$ cat config.mk
export PLATFORM = sky130hd
export DESIGN_NAME = conv_stream_driver_flat
export DESIGN_NICKNAME = d
export VERILOG_FILES = /design/src/rtl/conv_stream_if.sv /design/src/rtl/conv_stream_driver.sv /design/src/flat_wrapper.sv
export SDC_FILE = /design/constraint.sdc
export NUM_CORES = 1
export LEC_CHECK = 0
export BUFFER_PORTS_ARGS = -buffer_cell sky130_fd_sc_hd__buf_2
export CAP_MARGIN = 20
export CORE_ASPECT_RATIO = 1.25
export CORE_MARGIN = 4
export CORE_UTILIZATION = 41
export DETAILED_ROUTE_END_ITERATION = 7
export GPL_TIMING_DRIVEN = 0
export PLACE_DENSITY = 0.62
export SLEW_MARGIN = 10
export SYNTH_ARGS = -nofsm -noshare
export SYNTH_HDL_FRONTEND = slang
export SYNTH_SLANG_ARGS = --single-unit
$ cat constraint.sdc
create_clock -name clk -period 3 [get_ports clk]
set_input_delay 0.75 -clock clk [delete_from_list [all_inputs] [get_ports clk]]
set_output_delay 0.75 -clock clk [all_outputs]
set_load 0.03 [all_outputs]
$ cat src/rtl/conv_stream_if.sv
// conv_stream_if: bundle of the load, start, x/y stream, result-read and status signals of conv_stream_driver
// master: driver view (drives load_ready, x_*, y_ready, res_data, busy, done); slave: host/conv view.
interface conv_stream_if #(
  parameter int T = 16,
  parameter int SIZE_X = 16,
  parameter int SIZE_F = 4
);
  localparam int AW = $clog2(SIZE_X - SIZE_F + 1);
  logic [T-1:0] load_data;
  logic load_valid, load_ready, start;
  logic [T-1:0] x_data;
  logic x_valid, x_ready;
  logic [T-1:0] y_data;
  logic y_valid, y_ready;
  logic [AW-1:0] res_addr;
  logic [T-1:0] res_data;
  logic busy, done;
  modport master (
    input  load_data, load_valid, start, x_ready, y_data, y_valid, res_addr,
    output load_ready, x_data, x_valid, y_ready, res_data, busy, done
  );
  modport slave (
    output load_data, load_valid, start, x_ready, y_data, y_valid, res_addr,
    input  load_ready, x_data, x_valid, y_ready, res_data, busy, done
  );
endinterface

$ cat src/rtl/conv_stream_driver.sv
// conv_stream_driver: buffers SIZE_X samples, streams them out on x, collects SIZE_X-SIZE_F+1 results from y
// Ports: clk, reset (async active-high); bus (conv_stream_if.master) with load channel, start,
// x stream out, y stream in, registered result read port, busy/done status.
module conv_stream_driver #(
  parameter int T = 16,
  parameter int SIZE_X = 16,
  parameter int SIZE_F = 4
) (
  input logic clk,
  input logic reset,
  conv_stream_if.master bus
);
  localparam int CP = SIZE_X - SIZE_F + 1;
  localparam int AW = $clog2(CP);
  localparam int IW = $clog2(SIZE_X);
  localparam int CW = $clog2(SIZE_X + 1);
  typedef enum logic [1:0] {IDLE, SEND, RECV, DONE} state_t;
  state_t r_state;
  logic [T-1:0] r_buf [2**IW];
  logic [T-1:0] r_res [2**AW];
  logic [CW-1:0] r_load_cnt, r_send_cnt, r_y_cnt;
  logic r_load_ready, r_x_valid, r_y_ready, r_busy, r_done;
  logic [T-1:0] r_x_data, r_res_data;
  logic [CW-1:0] w_send_nxt;
  logic w_load_hs, w_x_hs, w_y_hs;
  assign w_send_nxt = r_send_cnt + CW'(1);
  assign w_load_hs = r_load_ready & bus.load_valid;
  assign w_x_hs = r_x_valid & bus.x_ready;
  assign w_y_hs = r_y_ready & bus.y_valid;
  assign bus.load_ready = r_load_ready;
  assign bus.x_valid = r_x_valid;
  assign bus.x_data = r_x_data;
  assign bus.y_ready = r_y_ready;
  assign bus.res_data = r_res_data;
  assign bus.busy = r_busy;
  assign bus.done = r_done;
  // Storage is not reset; load_ready reads 1 during reset, so loads are masked explicitly.
  always_ff @(posedge clk) begin
    if (w_load_hs && !reset) r_buf[r_load_cnt[IW-1:0]] <= bus.load_data;
    if (w_y_hs) r_res[r_y_cnt[AW-1:0]] <= bus.y_data;
  end
  always_ff @(posedge clk or posedge reset)
    if (reset) begin
      r_state <= IDLE;
      r_load_cnt <= '0;
      r_send_cnt <= '0;
      r_y_cnt <= '0;
      r_load_ready <= 1'b1;
      r_x_valid <= 1'b0;
      r_x_data <= '0;
      r_y_ready <= 1'b0;
      r_busy <= 1'b0;
      r_done <= 1'b0;
      r_res_data <= '0;
    end else begin
      r_res_data <= r_res[bus.res_addr];
      case (r_state)
        IDLE:
          if (w_load_hs) begin
            r_load_cnt <= r_load_cnt + CW'(1);
            r_load_ready <= r_load_cnt != CW'(SIZE_X - 1);
          end else if (bus.start && r_load_cnt == CW'(SIZE_X)) begin
            r_state <= SEND;
            r_send_cnt <= '0;
            r_x_valid <= 1'b1;
            r_x_data <= r_buf[0];
            r_busy <= 1'b1;
          end
        SEND:
          // Next sample is preloaded on every handshake so back-to-back transfers have no bubble.
          if (w_x_hs) begin
            r_send_cnt <= w_send_nxt;
            r_x_data <= r_buf[w_send_nxt[IW-1:0]];
            if (w_send_nxt == CW'(SIZE_X)) begin
              r_state <= RECV;
              r_x_valid <= 1'b0;
              r_y_ready <= 1'b1;
              r_y_cnt <= '0;
            end
          end
        RECV:
          if (w_y_hs) begin
            r_y_cnt <= r_y_cnt + CW'(1);
            if (r_y_cnt == CW'(CP - 1)) begin
              r_state <= DONE;
              r_y_ready <= 1'b0;
              r_done <= 1'b1;
              r_busy <= 1'b0;
            end
          end
        default:
          if (bus.start) begin
            r_state <= IDLE;
            r_done <= 1'b0;
            r_load_ready <= 1'b1;
            r_load_cnt <= '0;
            r_send_cnt <= '0;
            r_y_cnt <= '0;
          end
      endcase
    end
endmodule
$ cat src/flat_wrapper.sv
// flat-port wrapper written by rule: the top's interface ports become plain ports
module conv_stream_driver_flat 
#(
  parameter int T = 16,
  parameter int SIZE_X = 16,
  parameter int SIZE_F = 4
)
  (clk, reset, bus_load_data, bus_load_valid, bus_start, bus_x_ready, bus_y_data, bus_y_valid, bus_res_addr, bus_load_ready, bus_x_data, bus_x_valid, bus_y_ready, bus_res_data, bus_busy, bus_done);
  conv_stream_if #(.T(T), .SIZE_X(SIZE_X), .SIZE_F(SIZE_F)) bus_i ();
  input logic clk;
  input logic reset;
  input wire logic [$bits(bus_i.load_data)-1:0] bus_load_data;
  input wire logic [$bits(bus_i.load_valid)-1:0] bus_load_valid;
  input wire logic [$bits(bus_i.start)-1:0] bus_start;
  input wire logic [$bits(bus_i.x_ready)-1:0] bus_x_ready;
  input wire logic [$bits(bus_i.y_data)-1:0] bus_y_data;
  input wire logic [$bits(bus_i.y_valid)-1:0] bus_y_valid;
  input wire logic [$bits(bus_i.res_addr)-1:0] bus_res_addr;
  output wire logic [$bits(bus_i.load_ready)-1:0] bus_load_ready;
  output wire logic [$bits(bus_i.x_data)-1:0] bus_x_data;
  output wire logic [$bits(bus_i.x_valid)-1:0] bus_x_valid;
  output wire logic [$bits(bus_i.y_ready)-1:0] bus_y_ready;
  output wire logic [$bits(bus_i.res_data)-1:0] bus_res_data;
  output wire logic [$bits(bus_i.busy)-1:0] bus_busy;
  output wire logic [$bits(bus_i.done)-1:0] bus_done;
  assign bus_i.load_data = bus_load_data;
  assign bus_i.load_valid = bus_load_valid;
  assign bus_i.start = bus_start;
  assign bus_i.x_ready = bus_x_ready;
  assign bus_i.y_data = bus_y_data;
  assign bus_i.y_valid = bus_y_valid;
  assign bus_i.res_addr = bus_res_addr;
  assign bus_load_ready = bus_i.load_ready;
  assign bus_x_data = bus_i.x_data;
  assign bus_x_valid = bus_i.x_valid;
  assign bus_y_ready = bus_i.y_ready;
  assign bus_res_data = bus_i.res_data;
  assign bus_busy = bus_i.busy;
  assign bus_done = bus_i.done;
  conv_stream_driver #(.T(T), .SIZE_X(SIZE_X), .SIZE_F(SIZE_F)) u_core (.clk(clk), .reset(reset), .bus(bus_i));
endmodule
After elaboration in Yosys (flattened, before gate mapping). Memories as Yosys holds them, arrays and structs flattened. A register that Yosys moved wholly into a read port is not among the register bits. Index checks and enable logic that the tools add are counted.

Memory bits (writable): 512. Bits of input ports: 42. Output and inout port bits: 37. Register bits after elaboration: 38. Memories kept: 2.

Equality and inequality tests: 13. Reduce and logical (&&, ||, !) cells: 23. Bitwise logic cells: 7. $add $sub $neg: 3. Multiplexer cells: 45.

Memories: u_core.r_buf (depth 16, bits a word 16, read ports 2, clocked after Yosys merged registers in 0, wr ports 1, RTL line conv_stream_driver.sv:19) `logic [T-1:0] r_buf [2**IW];`; u_core.r_res (depth 16, bits a word 16, read ports 1, clocked after Yosys merged registers in 1, wr ports 1, RTL line conv_stream_driver.sv:20) `logic [T-1:0] r_res [2**AW];`.

Operator list (number): 16-bit 2-to-1 mux (3); 5-bit 2-to-1 mux (8); 16-bit case mux with 2 select lines (1); 5-bit case mux with 3 select lines (2); 5-bit AND reduction (5); 1-bit 2-to-1 mux (17); 5-bit by 1-bit adder with 5-bit output, second input constant (3); 2-bit 2-to-1 mux (7); 2-bit by 1-bit != test with 1-bit output, second input constant (6); 5-bit equality test, second input constant (2); 1-bit case mux with 2 select lines (5); 5-bit case mux with 2 select lines (1); 2-bit nonzero test (5); 4-bit AND reduction (2); 7-bit AND reduction (1); 2-bit case mux with 3 select lines (1); 3-bit nonzero test (2); 5-bit by 4-bit equality test with 1-bit output, second input constant (1); 5-bit by 4-bit != test with 1-bit output, second input constant (1); 1-bit inverter (4); 4-bit nonzero test (1); 2-bit OR reduction (2); 1-bit AND (3); 3-bit AND reduction (1); other kinds (6) (7).

Logic depth before layout (Yosys ltp).
Depth in word-level cells: 5. Gate-level depth with buffers: 9. Depth with buffers taken out: 7.

Worst setup path before layout. OpenSTA, ideal clock, no wires.

Path type: input -> register. Start: input bus_res_addr[0]. End: register u_core.r_res_data[0], in the netlist u_core.bus.res_data[0] (read register of u_core.r_res). Path slack: 0.450 ns. Cell stages on the path: 4. Data required time: 2.862 ns. Arrival time: 2.412 ns. Cells stage by stage: clkbuf_1 > buf_2 > mux4_2 > mux4_2.

RTL lines: from (decl) (RTL line flat_wrapper.sv:18) `input wire logic [$bits(bus_i.res_addr)-1:0] bus_res_addr;`; to (decl) (RTL line conv_stream_driver.sv:23) `logic [T-1:0] r_x_data, r_res_data;`.

Worst setup path after layout.
Start: register u_core.r_load_cnt[3]. End: register u_core.r_x_data[3], in the netlist u_core.bus.x_data[3].

Word-level cells in the longest chain between the ends: 4.

RTL lines: from (decl) (RTL line conv_stream_driver.sv:21) `logic [CW-1:0] r_load_cnt, r_send_cnt, r_y_cnt;`; from (signal assigned) (RTL line conv_stream_driver.sv:60) `r_load_cnt <= r_load_cnt + CW'(1);`; 5-bit equality test (RTL line conv_stream_driver.sv:62) `end else if (bus.start && r_load_cnt == CW'(SIZE_X)) begin`; 1-bit logical AND (RTL line conv_stream_driver.sv:62); 2-bit by 1-bit != test with 1-bit output (no source line); 4-bit AND reduction (no source line); to (signal assigned) (RTL line conv_stream_driver.sv:66) `r_x_data <= r_buf[0];`; to (signal assigned) (RTL line conv_stream_driver.sv:73) `r_x_data <= r_buf[w_send_nxt[IW-1:0]];`; to (decl) (RTL line conv_stream_driver.sv:23).

Every way passes these cells. A chain may end at the register's enable or synchronous reset.

==> results.txt <==
Post-layout util = 48.1%
Clock sinks = 566
Relative slew slack = 31.6%
FP Rows = 94
Layout cell share with drive strength beyond 1 = 30.5%
Post-synthesis mux area share = 15.0%
Non-filler cells in the finished layout = 1954
PortBufs = 74
Clock latency on the worst-skew pair = 590 ps
Final Wtd Congestion = 0.784
Worst hold path type = primary input to asynchronous set/reset pin
FMAX = 366 MHz
Max H-tree Level = 2
Filler Cell Count = 4307
Status = finished clean
Routed len/inst = 24.5 um
Startpoint types = flip-flop
Crit path capture type = flip-flop
Post-synth EDFFs = 512
Antenna violations before repair = 1
Drt pass-1 iters = 5
Overflow left after global routing = 0
Maximum root-to-sink buffer count = 3
Die height = 267 um
Setup CP Type = flip-flop to flip-flop
Post-DP HPWL = 32300 um
Die X = 215 um
Worst Max-Slew Pin Slew = 1030 ps
Placed cell count = 1852
MaxCap Viol Count = 0
Leakage power = 8.16 nW
ANT nets after route = 0
Syn Nets = 1129
Post-synth ARST share = 9.54%
Cell count after synthesis = 1073
Fin crit share = 91.2%
Starting density of the core = 41.6%
Vias = 10700
Required time of the critical path = 3510 ps
RSZ-0062 raised after global routing = false
Peak supply drop = 0.449 mV
Inserted Clock Buffers = 54
Root Buffer = clkbuf_16
Xor/xnor share of the synthesized area = 0.120%
Core area = 0.0528 mm^2
Drt drc = 0
Total Routing Usage GR = 16.8%
Syn Area/Cell = 20.5 um^2
Reg clk slew, reported paths = 60 ps
Final net count = 1292
Largest net degree at the start of global routing = 32
Final hold vios = 0
Vias in the first global route = 11500
Dominant synthesized flop cell = edfxtp_1
Largest family of logic cells by synthesized area = multiplexers
Power Total = 15.5 mW
Reg area = 0.0167 mm^2
Power density over the cells = 609 mW/mm^2
Final setup skew = 10.6 ps
Final setup violation count = 0
Final min period = 2740 ps
Post-synthesis compound-gate area fraction = 2.47%
Post-Synth Adder-Cell Area = 0.798%
Synthesized area = 0.0220 mm^2
CP Max Fanout = 10
Area growth syn-to-layout = 15.8%
Register bit total from synthesis = 566
Area of the multi-input gates = 0.00506 mm^2
Post-place setup slack = -292 ps
Seq/Total Area, Yosys = 76.2%
CTS tree = done
Die area = 0.0573 mm^2
First-pass GRT wire length = 72700 um
I/O pin cnt = 79
Hold WS = 160 ps
R2r startpoint = u_core.r_load_cnt[3]
Setup WS post-layout = 265 ps
Post-synthesis cell type count = 46
Avg Vias per Cell = 5.50
Synth Area in Simple Gates = 4.17%
CP startpoint = u_core.r_load_cnt[3]
Yosys Warn Count = 0
Max Slew Vio Count = 0
Worst EP arrival = 3240 ps
Initial drt markers = 580
Routed WL = 48000 um
## registers in the layout, summed over array words and instances (netlist names), 2 cells and up
name and count:
u_core.bus.res_data 16, u_core.bus.x_data 16, u_core.r_buf 256, u_core.r_load_cnt 5, u_core.r_res 256, u_core.r_send_cnt 5, u_core.r_state 2, u_core.r_y_cnt 5
## final cells by class
| type | instances | area share [%] |
|---|---|---|
| Clock inverter | 19 | 0.482 |
| Tap cell | 672 | 3.31 |
| Clock buffer | 81 | 6.03 |
| Sequential cell | 566 | 65.8 |
| Multi-Input combinational cell | 439 | 19.9 |
| Antenna cell | 2 | 0.0197 |
| Inverter | 11 | 0.172 |
| Buffer | 57 | 0.964 |
| Timing Repair Buffer | 107 | 3.35 |
## where the power goes
group          internal [mW]  leakage, nW  total [mW]  switching, mW
registers               8.63         5.30        8.64        0.00966
clock network           3.61        0.810        6.40           2.79
logic                  0.153         2.05       0.437          0.284
## per-layer routing
metal  share of wire, %  up-vias  GRT usage [%]
met5                  0        -              0
met4                2.8        0           5.50
met3                4.4       81           2.44
met2                 55      278           31.5
met1                 38     5652           20.1
li1                   -     4731              -
## placed cells by master, fill, tap and decap left out, drive strengths merged, types with 3 or more instances in the layout
cell type / n
edfxtp: 512
mux4: 144
buf: 129
clkbuf: 116
nand2: 88
dfrtp: 53
nor2: 32
nand3: 28
o21ai: 21
or3: 19
o211ai: 17
o2111ai: 16
clkinv: 15
ha: 14
inv: 12
nor3: 12
nand2b: 9
a22o: 4
a21oi: 3
o31ai: 3
## cells in the mapped netlist, types with 2 or more instances
cell type | count | share of area [%]
edfxtp_1 | 512 | 70
mux4_2 | 144 | 15
nand2_1 | 88 | 1.5
dfrtp_1 | 53 | 6.0
clkbuf_1 | 35 | 0.60
nor2_1 | 32 | 0.55
nand3_1 | 28 | 0.64
or3_1 | 19 | 0.54
buf_2 | 18 | 0.41
o21ai_0 | 18 | 0.41
o211ai_1 | 17 | 0.58
o2111ai_1 | 16 | 0.64
ha_1 | 14 | 0.80
inv_1 | 11 | 0.19
nor3_1 | 11 | 0.25
nand2b_1 | 9 | 0.26
a22o_1 | 4 | 0.16
a21oi_1 | 3 | 0.068
buf_1 | 3 | 0.051
o31ai_1 | 3 | 0.10
a21o_1 | 2 | 0.068
and2_1 | 2 | 0.057
mux2_2 | 2 | 0.10
mux2i_1 | 2 | 0.091
nand3b_1 | 2 | 0.068
nor2b_1 | 2 | 0.057
o21ai_2 | 2 | 0.080
o31a_1 | 2 | 0.080
xnor2_1 | 2 | 0.080
## cell families (layout without fill, tap and decap cells)
family / count (synthesis) / in the layout
XOR/XNOR: 3 / 3
multiplexers: 148 / 148
buffers and inverters: 68 / 275
other: 0 / 2
flip-flops: 566 / 566
adder cells (fa/ha/maj): 14 / 14
AND/OR/NAND/NOR: 200 / 200
AO/OA/AOI/OAI: 74 / 74
## worst max-delay path, cell delays in order (launching register included)
cell	delay [ps]
dfrtp_1	450
or2_1	230
buf_2	180
o31a_1	380
nor3_2	510
clkbuf_1	490
o2111ai_1	250
o211ai_1	150
## repair_timing
action                                  CTS  global route
buffers inserted                          0             0
resized for setup                         4             1
endpoints found under the setup margin   11             8
pin swaps                                 0             0
hold buffers                              0             0
## worst paths after layout
path,cells after the start,to,slack [ps]
max in group asynchronous,3,u_core.bus.res_data[14],2310
worst min register to register,2,u_core.bus.x_data[1],490
worst min-delay path,2,u_core.r_state[1],160
worst max-delay path,7,u_core.bus.x_data[3],260
min in group clk,2,u_core.bus.x_data[1],490
worst max register to register,7,u_core.bus.x_data[3],260
## through the flow
step | setup TNS [ps] | instance area [um^2]
2_1_floorplan | 0 | 22000
3_3_place_gp | -132070 | 23200
3_5_place_dp | -2630 | 23800
4_1_cts | 0 | 25400
5_1_grt | 0 | 25400
6_report | 0 | 25400
Power figures use the tool's default switching activity.
